<file path="src/rtl/gate_test_sequencer.sv">
// Exhaustive stimulus/checker for small combinational gates: sweeps every input
// vector, samples the gate at the end of each hold window and reports results.
module gate_test_sequencer #(
  parameter int N_IN  = 2,
  parameter int HOLD  = 4,
  parameter int ERR_W = 8
) (
  input  logic             clk,
  input  logic             rst,
  input  logic             start,
  input  logic [1:0]       opsel,
  output logic [N_IN-1:0]  dut_in,
  input  logic             dut_out,
  output logic             busy,
  output logic             done,
  output logic             pass,
  output logic [ERR_W-1:0] err_count,
  output logic [N_IN-1:0]  first_fail_vec,
  output logic             first_fail_valid
);

  localparam int HW = (HOLD > 1) ? $clog2(HOLD) : 1;

  localparam logic [1:0] S_IDLE  = 2'd0;
  localparam logic [1:0] S_APPLY = 2'd1;
  localparam logic [1:0] S_DONE  = 2'd2;

  localparam logic [HW-1:0]    HOLD_LAST = HW'(HOLD - 1);
  localparam logic [N_IN-1:0]  VEC_LAST  = '1;
  localparam logic [ERR_W-1:0] ERR_MAX   = '1;

  logic [1:0]       state;
  logic [1:0]       op_r;
  logic [N_IN-1:0]  vec;
  logic [HW-1:0]    hold_cnt;
  logic             exp_bit;
  logic             mismatch;
  logic             last_hold;
  logic [ERR_W-1:0] err_next;

  // vec is itself a register and is forced to zero outside APPLY, so the
  // gate inputs stay registered without a second copy.
  assign dut_in = vec;

  always_comb begin
    exp_bit = 1'b0;
    case (op_r)
      2'b00:   exp_bit = &vec;
      2'b01:   exp_bit = |vec;
      2'b10:   exp_bit = ^vec;
      default: exp_bit = ~^vec;
    endcase
  end

  always_comb begin
    mismatch  = (dut_out != exp_bit);
    last_hold = (hold_cnt == HOLD_LAST);
    err_next  = err_count;
    if (mismatch && (err_count != ERR_MAX))
      err_next = err_count + ERR_W'(1);
  end

  always_ff @(posedge clk) begin
    if (rst) begin
      state            <= S_IDLE;
      op_r             <= '0;
      vec              <= '0;
      hold_cnt         <= '0;
      busy             <= 1'b0;
      done             <= 1'b0;
      pass             <= 1'b0;
      err_count        <= '0;
      first_fail_vec   <= '0;
      first_fail_valid <= 1'b0;
    end else begin
      case (state)
        S_IDLE: begin
          done <= 1'b0;
          if (start) begin
            op_r             <= opsel;
            err_count        <= '0;
            first_fail_vec   <= '0;
            first_fail_valid <= 1'b0;
            pass             <= 1'b0;
            vec              <= '0;
            hold_cnt         <= '0;
            busy             <= 1'b1;
            state            <= S_APPLY;
          end
        end

        S_APPLY: begin
          if (last_hold) begin
            err_count <= err_next;
            if (mismatch && !first_fail_valid) begin
              first_fail_vec   <= vec;
              first_fail_valid <= 1'b1;
            end
            hold_cnt <= '0;
            if (vec == VEC_LAST) begin
              // pass uses err_next so it already reflects the final sample.
              pass  <= (err_next == '0);
              busy  <= 1'b0;
              done  <= 1'b1;
              vec   <= '0;
              state <= S_DONE;
            end else begin
              vec <= vec + N_IN'(1);
            end
          end else begin
            hold_cnt <= hold_cnt + HW'(1);
          end
        end

        S_DONE: begin
          done  <= 1'b0;
          state <= S_IDLE;
        end

        default: begin
          state <= S_IDLE;
        end
      endcase
    end
  end

endmodule

</file>
<file path="config.mk">
export PLATFORM = sky130hd
export DESIGN_NAME = gate_test_sequencer
export DESIGN_NICKNAME = d
export VERILOG_FILES = /design/src/rtl/gate_test_sequencer.sv
export SDC_FILE = /design/constraint.sdc
export NUM_CORES = 1
export LEC_CHECK = 0
export ABC_AREA = 1
export BUFFER_PORTS_ARGS = -buffer_cell sky130_fd_sc_hd__buf_2
export CORE_ASPECT_RATIO = 1.75
export CORE_MARGIN = 3
export CORE_UTILIZATION = 49
export DETAILED_ROUTE_END_ITERATION = 10
export PLACE_DENSITY = 0.74
export SLEW_MARGIN = 15
export SYNTH_ARGS = -nofsm -noshare
export SYNTH_HDL_FRONTEND = slang
export SYNTH_SLANG_ARGS = --single-unit
</file>
<file path="constraint.sdc">
create_clock -name clk -period 1.5 [get_ports clk]
set_input_delay 0.3 -clock clk [delete_from_list [all_inputs] [get_ports clk]]
set_output_delay 0.3 -clock clk [all_outputs]
set_load 0.05 [all_outputs]
</file>
== Yosys cells after proc, flatten, opt, wreduce, memory -nomap -nowiden ==
Cells that the tools add are included.
Cells by class
  add/subtract/negate cells: 3
  equality and inequality tests: 12
  muxes and demuxes: 32
  reduce and logical (&&, ||, !) cells: 20
Operator list (count)
  $mux W8: 3
  $mux W2: 9
  $pmux W2 S2: 4
  $pmux W8 S2: 1
  $mux W1: 10
  $reduce_and A3 Y1: 3
  $add A8 B1 Y8 const B: 1
  $eq A2 B2 Y1 const B: 4
  $logic_not A8 Y1: 1
  $ne A2 B2 Y1 const B: 4
  $ne A8 B8 Y1 const B: 1
  $pmux W1 S2: 4
  $reduce_and A4 Y1: 2
  $reduce_and A2 Y1: 3
  $add A2 B1 Y2 const B: 2
  $eq A2 B1 Y1 const B: 2
  $logic_not A2 Y1: 2
  $reduce_bool A2 Y1: 2
  $reduce_or A2 Y1: 2
  $pmux W1 S3: 1
  $logic_and A1 B1 Y1: 2
  $reduce_xnor A2 Y1: 1
  $reduce_xor A2 Y1: 1
  $logic_not A1 Y1: 1
  $ne A1 B1 Y1: 1
Storage, ports and cells
  register bits after elaboration: 22
  bits of input ports: 6
  output and inout port bits: 16
  logic and storage cells: 77

== Depth between registers and ports, before layout ==
Gate-level depths: netlist (run 1).
  depth in word-level cells: 9
  gate-level depth with buffers: 15
  mapped depth without buffers: 15

== Least setup slack after synthesis (run 1) ==
Ideal clock, no wire load.
  path type: reg-to-reg
  start point: reg vec[0] (netlist: dut_in[0])
  end point: reg pass
  library setup time: 66 ps
  data arrival time: 2055 ps
  data required time: 1434 ps
  slack: -621 ps
  stages on the path, launching flop included: 13
  buffers on the path: 1
  clock period less this slack: 2121 ps
  cell sequence: dfxtp_1 inv_1 ha_1 nand2_1 nand3_1 nand3_2 buf_6 nand4_1 nand2_1 nand3_1 nor2_1 nand2_1 a21oi_2
Between the ends
  word-level cells in the longest chain between the ends: 9
  elaborated cells on any way between the ends: 15
  those cells by class: eq/ne: 3; mux: 5; reduce/logical: 7
RTL lines
  start: declaration: line 34  | logic [N_IN-1:0] vec;
  start signal: assignment: line 108  | vec <= vec + N_IN'(1);
  $reduce_xnor A2 Y1, or another cell as far along: line 51  | default: exp_bit = ~^vec;
  $pmux W1 S3: line 47  | case (op_r)
  $ne A1 B1 Y1: line 56  | mismatch = (dut_out != exp_bit);
  $logic_and A1 B1 Y1: line 59  | if (mismatch && (err_count != ERR_MAX))
  $mux W8: line 59
  $logic_not A8 Y1: line 102  | pass <= (err_next == '0);
  $mux W1: line 100  | if (vec == VEC_LAST) begin
  $mux W1: line 93  | if (last_hold) begin
  $pmux W1 S2: line 76  | case (state)
  end signal: assignment: line 102
  end: declaration: line 16  | output logic pass,
Parallel ways exist; a longest one is shown, timed or not. The select of a mux whose other input is x is not followed.
A chain may end at the register's enable or synchronous reset.

== Final worst setup path (run 1) ==
Same ends and word-level chain as after synthesis.

==> results of run 1 <==
-- stage by stage --
| stage | power, W | worst slack, ns | area [sq um] | hold WS (ns) |
|---|---|---|---|---|
| after CTS | 0.00159 | -0.266 | 1850 | 0.322 |
| final | 0.00168 | -0.342 | 1970 | 0.307 |
| after global routing | 0.00174 | -0.430 | 1970 | 0.333 |
| after floorplan | 0.000904 | -0.249 | 1350 | 0.428 |
| after global placement | 0.00102 | -0.182 | 1670 | 0.438 |
| after detailed placement | 0.00104 | -0.252 | 1670 | 0.461 |
-- kinds of logic after synthesis --
group	Yosys count
compound gates	28
xor+xnor	2
fa+ha+maj	4
buf+inv	33
flops	22
simple gates	100
-- what timing repair did --
action                                  4_1_cts  5_1_grt
setup buffers                                 1        4
endpoints found under the setup margin       14       18
pin swaps                                     6       11
resized for setup                            24       30
cloned                                        2        0
-- worst max path at each step --
stage | slack (ns) | end
5_1_grt | -0.43 | pass
3_5_place_dp | -0.25 | first_fail_vec[1]
3_3_place_gp | -0.18 | pass
6_report | -0.34 | pass
4_1_cts | -0.27 | pass
2_1_floorplan | -0.25 | pass
-- layout by cell type (no fill, tap or decap), drive strengths merged --
master / Yosys / layout
dfxtp: 22 / 22
nand4: 8 / 8
a21oi: 22 / 22
xnor2: 1 / 1
clkinv: 1 / 1
o21ai: 6 / 6
xor2: 1 / 1
nand3: 15 / 16
nand3b: 1 / 1
clkbuf: 2 / 4
ha: 4 / 4
nand2: 59 / 60
inv: 27 / 27
buf: 3 / 57
nor2: 17 / 17
-- sequential cells by signal (all words and copies together), names as in the netlist --
name,cells
done,1
op_r,2
first_fail_vec,2
err_count,8
state,2
pass,1
hold_cnt,2
first_fail_valid,1
dut_in,2
busy,1
-- synth_stat cells (all sizes together) --
master	n	share of area
nand2	59	0.18
inv	27	0.078
a21oi	22	0.088
dfxtp	22	0.34
nor2	17	0.072
nand3	15	0.075
nand4	8	0.039
o21ai	6	0.023
ha	4	0.039
buf	3	0.023
clkbuf	2	0.021
clkinv	1	0.0029
nand3b	1	0.0058
xnor2	1	0.0067
xor2	1	0.0067
-- routing by layer --
metal / track usage / part of all wire
met1: 0.268 / 0.35
met2: 0.495 / 0.54
met3: 0.0291 / 0.046
met4: 0.134 / 0.054
met5: 0 / 0
-- worst max-delay path, delay by kind of cell (launching register included) --
kind	cells	cell delay (ns)
fa+ha+maj	1	0.27
buf+inv	1	0.04
simple gates	11	0.99
flops	1	0.38
compound gates	1	0.10
-- power groups by stage --
stage / combinational (W) / clock (W) / sequential (W)
after floorplan: 0.000231 / 0 / 0.000674
after global placement: 0.000377 / 0 / 0.000642
after detailed placement: 0.000391 / 0 / 0.000644
after CTS: 0.000459 / 0.000501 / 0.000633
after global routing: 0.000581 / 0.000523 / 0.000638
final: 0.000541 / 0.000501 / 0.000635
-- cell type report --
type                       instances  area [sq um]  area share
sequential                        22           457       0.232
timing repair buffer              57           407       0.206
tap                               26          32.5      0.0165
clock buffer                       4          66.3      0.0337
multi-input combinational        136           900       0.457
inverter                          28           108      0.0546
==> results.yml, run 1 <==
outcome:
  outcome: "complete, but fails checks"
  violations: "negative setup slack"
detailed_routing:
  via_per_inst: 5.41
  first_pass_iters: 4
  wl_per_cell_um: 15.3
  wl_um: 4170
  ant_nets: 0
  vias: 1478
  drc_errors: 0
  drt-initial-drc-count: 75
timing:
  fin_worst_skew_ns: 0.00933
  slew-limit-headroom: 0.794
  timing.fmax_ghz: 0.543
  final-setup-viol-count: 12
  finalCritPeriodShare: 1.23
  tightest_slew_ns: 0.308
  finalHoldViolCount: 0
  setup_tns_ns: -2.84
  grt_setup_unrepaired: "yes"
  period_needed_ns: 1.84
  fin_ws_ns: -0.342
  slew_viol_final: 0
clock_network:
  cts_tree: "yes"
  clk_latency_ns: 0.27
  cts_max_level: 1
  cts-hold-fix-buffers: 0
  cts_buffers: 3
  clk_pin_slew_ns: 0.09
  clockRootBuffer: "clkbuf_8"
  cts_max_path_buffers: 2
  clock-sinks: 22
floorplan:
  row_count: 24
  initial_core_util: 0.515
  core_sq_um: 2520
  die_area_sq_um: 3330
  ios: 22
  die_h_um: 74.1
  fp.dieW_um: 44.9
cells_and_area:
  final_layout_size_suffix_gt1_frac: 0.534
  diodes: 0
  areaGrowthSynthToFinish_pct: 51.5
  nFillCells: 178
  fin_util: 0.781
  fin_nets: 258
  layout.cells.non_filler: 273
yosys:
  synth_top_family_by_area: "simple AND/OR/NAND/NOR gates"
  muxShareOfSynthArea: 0
  syn_nets: 199
  yosysUniqueCellTypes: 24
  synth_compound_area_frac: 0.111
  syn_area_sq_um: 1300
  netlist_instances: 189
  ys_ff_latch: 22
  yosys.area_share.xor_xnor: 0.0135
  synthAdderAreaFrac: 0.0385
  synth_simple_gate_area_frac: 0.373
  ys_warn_count: 0
  yosysSeqAreaShare: 0.339
  syn_avg_cell_area_sq_um: 6.88
placed_design:
  io_buffers: 21
  dp.cells: 262
  dpl.hpwl_um: 2670
  gp_congestion: 0.873
power_and_ir_drop:
  ir_worst_vdd_uv: 858
  pwr_density_cell_nw_per_um2: 852
  leakagePower_nw: 0.868
  power.switching_w: 0.000559
  p_seq_frac: 0.379
  internal_power_w: 0.00112
  power_frac_clock: 0.299
  pwr-share-comb: 0.323
  p_sw_frac: 0.333
worst_setup_path:
  rr_endpoint: "pass"
  worstPathArrival_ns: 2.05
  reg2reg_depth: 14
  slowest_stage: "dfxtp_4"
  crit_type: "flip-flop to flip-flop"
  r2r-start: "dut_in[0]"
  crit_top_cell: "nand2_4"
  crit_fanout: 6
  worst_setup_path_start_kind: "flip-flop"
  cp-end-kind: "flip-flop"
  cp.required_ns: 1.71
  cp_cell_sequence: "inv_4, ha_4, nand2_4, nand2_4, nand2_4, nand2_4, nand2_4, nand3_1, nand2_2, nand2_2, nand3_1, nor2_1, nand2_1, a21oi_2"
  r2r_setup_slack_ns: -0.34
  critPathMaxStageDelay_ns: 0.38
  critPathLaunch: "dut_in[0]"
worst_hold_path:
  min_to: "op_r[1]"
  worstHoldStart: "opsel[1]"
  hp-class: "primary input to flip-flop"
  hold_path_depth: 3
grt:
  grt_max_degree: 14
  grt_pass1_wl_um: 6570
  grt.total_usage: 0.262
  grt_antenna_before_repair: 0
  grt_pass1_vias: 1530
  grt_overflow: 0
flow_run:
  drv_cap: 0
Note: power is estimated with default switching activity, not from simulation.
==> run 2, diff against run 1 <==
--- a/config.mk
+++ b/config.mk
@@ -11,7 +11,7 @@
 export CORE_MARGIN = 3
 export CORE_UTILIZATION = 49
 export DETAILED_ROUTE_END_ITERATION = 10
-export PLACE_DENSITY = 0.74
+export PLACE_DENSITY_LB_ADDON = 0.08
 export SLEW_MARGIN = 15
 export SYNTH_ARGS = -nofsm -noshare
 export SYNTH_HDL_FRONTEND = slang
==> results.yml, run 2 (same netlist as run 1, synthesis figures left out) <==
floorplan:
  core_sq_um: 2520
  die_h_um: 74.1
  row_count: 24
  die_area_sq_um: 3330
  ios: 22
  fp.dieW_um: 44.9
  initial_core_util: 0.515
cells_and_area:
  final_common_cell: "nand2_1"
  final_layout_size_suffix_gt1_frac: 0.482
  final_cell_mix: "nand2_1 (43), buf_4 (36), buf_2 (21), a21oi_1 (19), inv_1 (18)"
  largest_register_ff_count: 8
  areaGrowthSynthToFinish_pct: 49.7
  layout.cells.non_filler: 275
  fin_nets: 260
  regMostFlops: "err_count"
  fin_util: 0.771
  diodes: 0
clock_network:
  cts_max_path_buffers: 2
  cts_tree: "yes"
  cts_buffers: 3
  clk_latency_ns: 0.26
  cts_max_level: 1
  clk_pin_slew_ns: 0.08
  clock-sinks: 22
  clockRootBuffer: "clkbuf_8"
power_and_ir_drop:
  pwr_density_cell_nw_per_um2: 854
  leakagePower_nw: 0.873
  ir_worst_vdd_uv: 676
timing:
  tightest_slew_ns: 0.280
  slew-limit-headroom: 0.813
  final-setup-viol-count: 13
  timing.fmax_ghz: 0.547
  grt_setup_unrepaired: "yes"
  fin_worst_skew_ns: 0.00297
  fin_ws_ns: -0.330
  period_needed_ns: 1.83
  finalHoldViolCount: 0
  slew_viol_final: 0
  finalCritPeriodShare: 1.22
detailed_routing:
  via_per_inst: 5.19
  wl_per_cell_um: 13.4
  drt-initial-drc-count: 45
  vias: 1427
  ant_nets: 0
  drc_errors: 0
  wl_um: 3690
  first_pass_iters: 4
worst_setup_path:
  worstPathArrival_ns: 2.03
  slowest_stage: "dfxtp_4"
  critPathLaunch: "dut_in[1]"
  crit_path_end: "pass"
  cp-end-kind: "flip-flop"
  cp_cell_sequence: "inv_4, ha_4, nand2_4, nand2_4, nand2_4, nand2_4, nand2_8, nand3_2, nand2_1, nand2_1, inv_1, nand3_1, nor2_1, nand2_1, a21oi_2"
  rr_endpoint: "pass"
  critPathMaxStageDelay_ns: 0.38
  cp.required_ns: 1.70
  crit_fanout: 6
  r2r_setup_slack_ns: -0.33
  worst_setup_path_start_kind: "flip-flop"
  reg2reg_depth: 15
  crit_type: "flip-flop to flip-flop"
  r2r-start: "dut_in[1]"
  crit_top_cell: "nand2_4"
placed_design:
  pre_cts_ws_ns: -0.246
  dp.cells: 264
  dpl.hpwl_um: 2680
  io_buffers: 21
  gp_congestion: 0.861
grt:
  grt_pass1_wl_um: 5950
  grt_antenna_before_repair: 0
  grt.total_usage: 0.238
  grt_overflow: 0
  grt_max_degree: 14
  grt_pass1_vias: 1401
flow_run:
  drv_cap: 0
worst_hold_path:
  hp-class: "primary input to flip-flop"
outcome:
  outcome: "complete, but fails checks"
  violations: "negative setup slack"
[run 2: cell count changes in the layout (fill, tap and decap cells not counted), moves of 3 or more]
cell / change
nand2_2: -10
nand2_1: +8
buf_6: -4
inv_2: -3
buf_4: +6
[run 2: layer usage]
metal  wire length (um)  vias up  track usage
met5                  0        -            0
met4                104        0        0.121
met3                139       10       0.0266
met2               2120       41        0.450
met1               1330      652        0.243
li1                   -      724            -
[run 2: layout make-up]
type / instances / area, sq um
Sequential cell: 22 / 455
Clock buffer: 4 / 66.3
Fill cell: 191 / 577
Timing Repair Buffer: 59 / 407
Multi-Input combinational cell: 136 / 875
Tap cell: 26 / 32.5
Inverter: 28 / 110
[run 2: through the flow]
step	total power, W	instance area, sq um	hold slack (ns)	TNS [ns]
finish	0.00166	1950	0.325	-2.39
global route	0.00174	1950	0.334	-3.74
CTS	0.00163	1850	0.311	-2.01
detailed placement	0.00103	1680	0.450	-2.11
global placement	0.00102	1680	0.448	-1.32
floorplan	0.000904	1350	0.428	-1.28
[run 2: where the power goes]
group | internal, W | switching [W]
sequential | 0.000610 | 0.0000246
combinational | 0.000232 | 0.000314
clock | 0.000289 | 0.000192
[run 2: how the worst min path moves through the flow]
stage          cells after the start                end         startpoint  slack [ns]
2_1_floorplan                      1        hold_cnt[0]        hold_cnt[0]        0.43
3_3_place_gp                       2  first_fail_vec[1]  first_fail_vec[1]        0.45
3_5_place_dp                       2               done               done        0.45
4_1_cts                            3            op_r[0]           opsel[0]        0.31
5_1_grt                            3            op_r[1]           opsel[1]        0.33
6_report                           3            op_r[0]           opsel[0]        0.32
[run 2: repair_timing]
action	4_1_cts	5_1_grt
hold buffers	0	0
gates cloned	2	0
setup buffers	4	1
setup endpoints to repair	15	16
pin swaps	6	21
resized for setup	13	23
hold endpoints to repair	0	0
[run 2: worst max-delay path, delay by kind of cell, from the launching register on]
kind,cells,cell delay [ns]
and+or+nand+nor,11,0.91
DFF,1,0.38
adders and majority gates,1,0.24
AOI/OAI and AO/OA,1,0.13
buffers and inverters,2,0.10
==> run 3, diff against run 2 <==
--- a/config.mk
+++ b/config.mk
@@ -12,6 +12,7 @@
 export CORE_UTILIZATION = 49
 export DETAILED_ROUTE_END_ITERATION = 10
 export PLACE_DENSITY_LB_ADDON = 0.08
+export RECOVER_POWER = 100
 export SLEW_MARGIN = 15
 export SYNTH_ARGS = -nofsm -noshare
 export SYNTH_HDL_FRONTEND = slang
==> results.yml, run 3 (same netlist as run 1, synthesis figures left out) <==
clock_network:
  clk_pin_slew_ns: 0.08
  clockRootBuffer: "clkbuf_8"
  cts_max_path_buffers: 2
  clk_latency_ns: 0.26
  cts_buffers: 3
  cts-hold-fix-buffers: 0
  cts_tree: "yes"
  cts_max_level: 1
  clock-sinks: 22
detailed_routing:
  drt-initial-drc-count: 26
  wl_per_cell_um: 13.2
  via_per_inst: 5.21
  wl_met1_um: 1270
  drc_errors: 0
  dr_wl_met2_um: 2110
  vias: 1434
  highest_layer: "met4"
  wl_um: 3640
  first_pass_iters: 4
  wl_met3_um: 157
  ant_nets: 0
grt:
  grt_pass1_vias: 1401
  grt_pass1_wl_um: 5950
  grt.total_usage: 0.238
  grt_max_degree: 14
  grt_overflow: 0
  grt_antenna_before_repair: 0
floorplan:
  die_area_sq_um: 3330
  die_h_um: 74.1
  ios: 22
  fp.dieW_um: 44.9
  row_count: 24
  core_sq_um: 2520
  initial_core_util: 0.515
timing:
  grt_setup_unrepaired: "yes"
  slew-limit-headroom: 0.603
  finalCritPeriodShare: 1.20
  final-setup-viol-count: 15
  fin_ws_ns: -0.301
  tightest_slew_ns: 0.599
  finalHoldViolCount: 0
  period_needed_ns: 1.80
  slew_viol_final: 0
  timing.fmax_ghz: 0.555
  setup_tns_ns: -2.39
  fin_worst_skew_ns: 0.00232
worst_setup_path:
  crit_fanout: 6
  cp-end-kind: "flip-flop"
  cp.required_ns: 1.70
  crit_type: "flip-flop to flip-flop"
  r2r-start: "dut_in[0]"
  r2r_setup_slack_ns: -0.30
  worst_setup_path_start_kind: "flip-flop"
  rr_endpoint: "pass"
  reg2reg_depth: 14
  worstPathArrival_ns: 2.00
worst_hold_path:
  hp-class: "primary input to flip-flop"
  min_to: "op_r[0]"
  worstHoldStart: "opsel[0]"
  hold_path_depth: 3
cells_and_area:
  areaGrowthSynthToFinish_pct: 48.3
  diodes: 0
  largest_register_ff_count: 8
  final_common_cell: "nand2_1"
  fin_util: 0.764
  fin_nets: 260
  regMostFlops: "err_count"
  final_layout_size_suffix_gt1_frac: 0.462
  final_area_sq_um: 1930
  final_cell_mix: "nand2_1 (43), buf_4 (35), a21oi_1 (19), inv_1 (18)"
  layout.cells.non_filler: 275
placed_design:
  io_buffers: 21
  placed_area_sq_um: 1680
  dp.cells: 264
  dpl.hpwl_um: 2680
  gp_congestion: 0.861
outcome:
  outcome: "complete, but fails checks"
  violations: "negative setup slack"
power_and_ir_drop:
  pwr_density_cell_nw_per_um2: 856
  leakagePower_nw: 0.846
  ir_worst_vdd_uv: 673
flow_run:
  drv_cap: 0
[run 3: cell count changes in the layout (fill, tap and decap cells not counted)]
| cell | delta |
|---|---|
| o21ai_2 | -1 |
| nor2_1 | +1 |
| clkbuf_2 | +14 |
| clkbuf_1 | +3 |
| nor2_4 | -1 |
| buf_2 | -16 |
| o21ai_1 | +1 |
| buf_4 | -1 |
[run 3: final cells by class]
type / count / area, sq um
inverters: 28 / 110
multi-input cells: 136 / 863
clock buffers: 4 / 66.3
repair buffers: 59 / 400
fillers: 199 / 594
well taps: 26 / 32.5
flip-flops and latches: 22 / 455
[run 3: worst max-delay path: stages (launching register included)]
cell     delay, ns
dfxtp_4       0.38
inv_4         0.04
ha_4          0.27
nand2_4       0.06
nand2_4       0.07
nand2_4       0.08
nand2_4       0.13
nand2_4       0.09
nand3_2       0.09
nand2_2       0.05
nand2_1       0.06
nand3_1       0.08
nor2_1        0.13
nand2_1       0.08
a21oi_2       0.13
[run 3: power breakdown]
part           switching, W  total (W)  internal (W)
clock network      0.000190   0.000479      0.000289
logic              0.000311   0.000536      0.000225
registers         0.0000245   0.000635      0.000610
[run 3: metrics by stage]
stage	hold WS (ns)	total power [W]	setup slack (ns)
after detailed placement	0.450	0.00103	-0.246
after global routing	0.334	0.00173	-0.397
after floorplan	0.428	0.000904	-0.249
after global placement	0.448	0.00102	-0.185
final	0.325	0.00165	-0.301
after CTS	0.311	0.00163	-0.260
[run 3: timing repair]
item / CTS / global route
pin swaps: 6 / 21
endpoints found under the hold margin: 0 / 0
resized for setup: 13 / 23
cloned: 2 / 0
setup endpoints to repair: 15 / 16
setup buffers: 4 / 1
[run 3: routing by layer]
layer,up-vias,global-route usage
met4,0,0.121
met2,39,0.450
met5,-,0
li1,726,-
met3,10,0.0266
met1,659,0.243
[run 3: how the worst max path moves through the flow]
stage | depth (start not counted) | end | start
finish | 14 | pass | dut_in[0]
detailed placement | 12 | first_fail_vec[1] | dut_in[0]
global route | 14 | pass | dut_in[0]
global placement | 13 | pass | dut_in[0]
floorplan | 15 | pass | dut_in[1]
CTS | 14 | pass | dut_in[0]
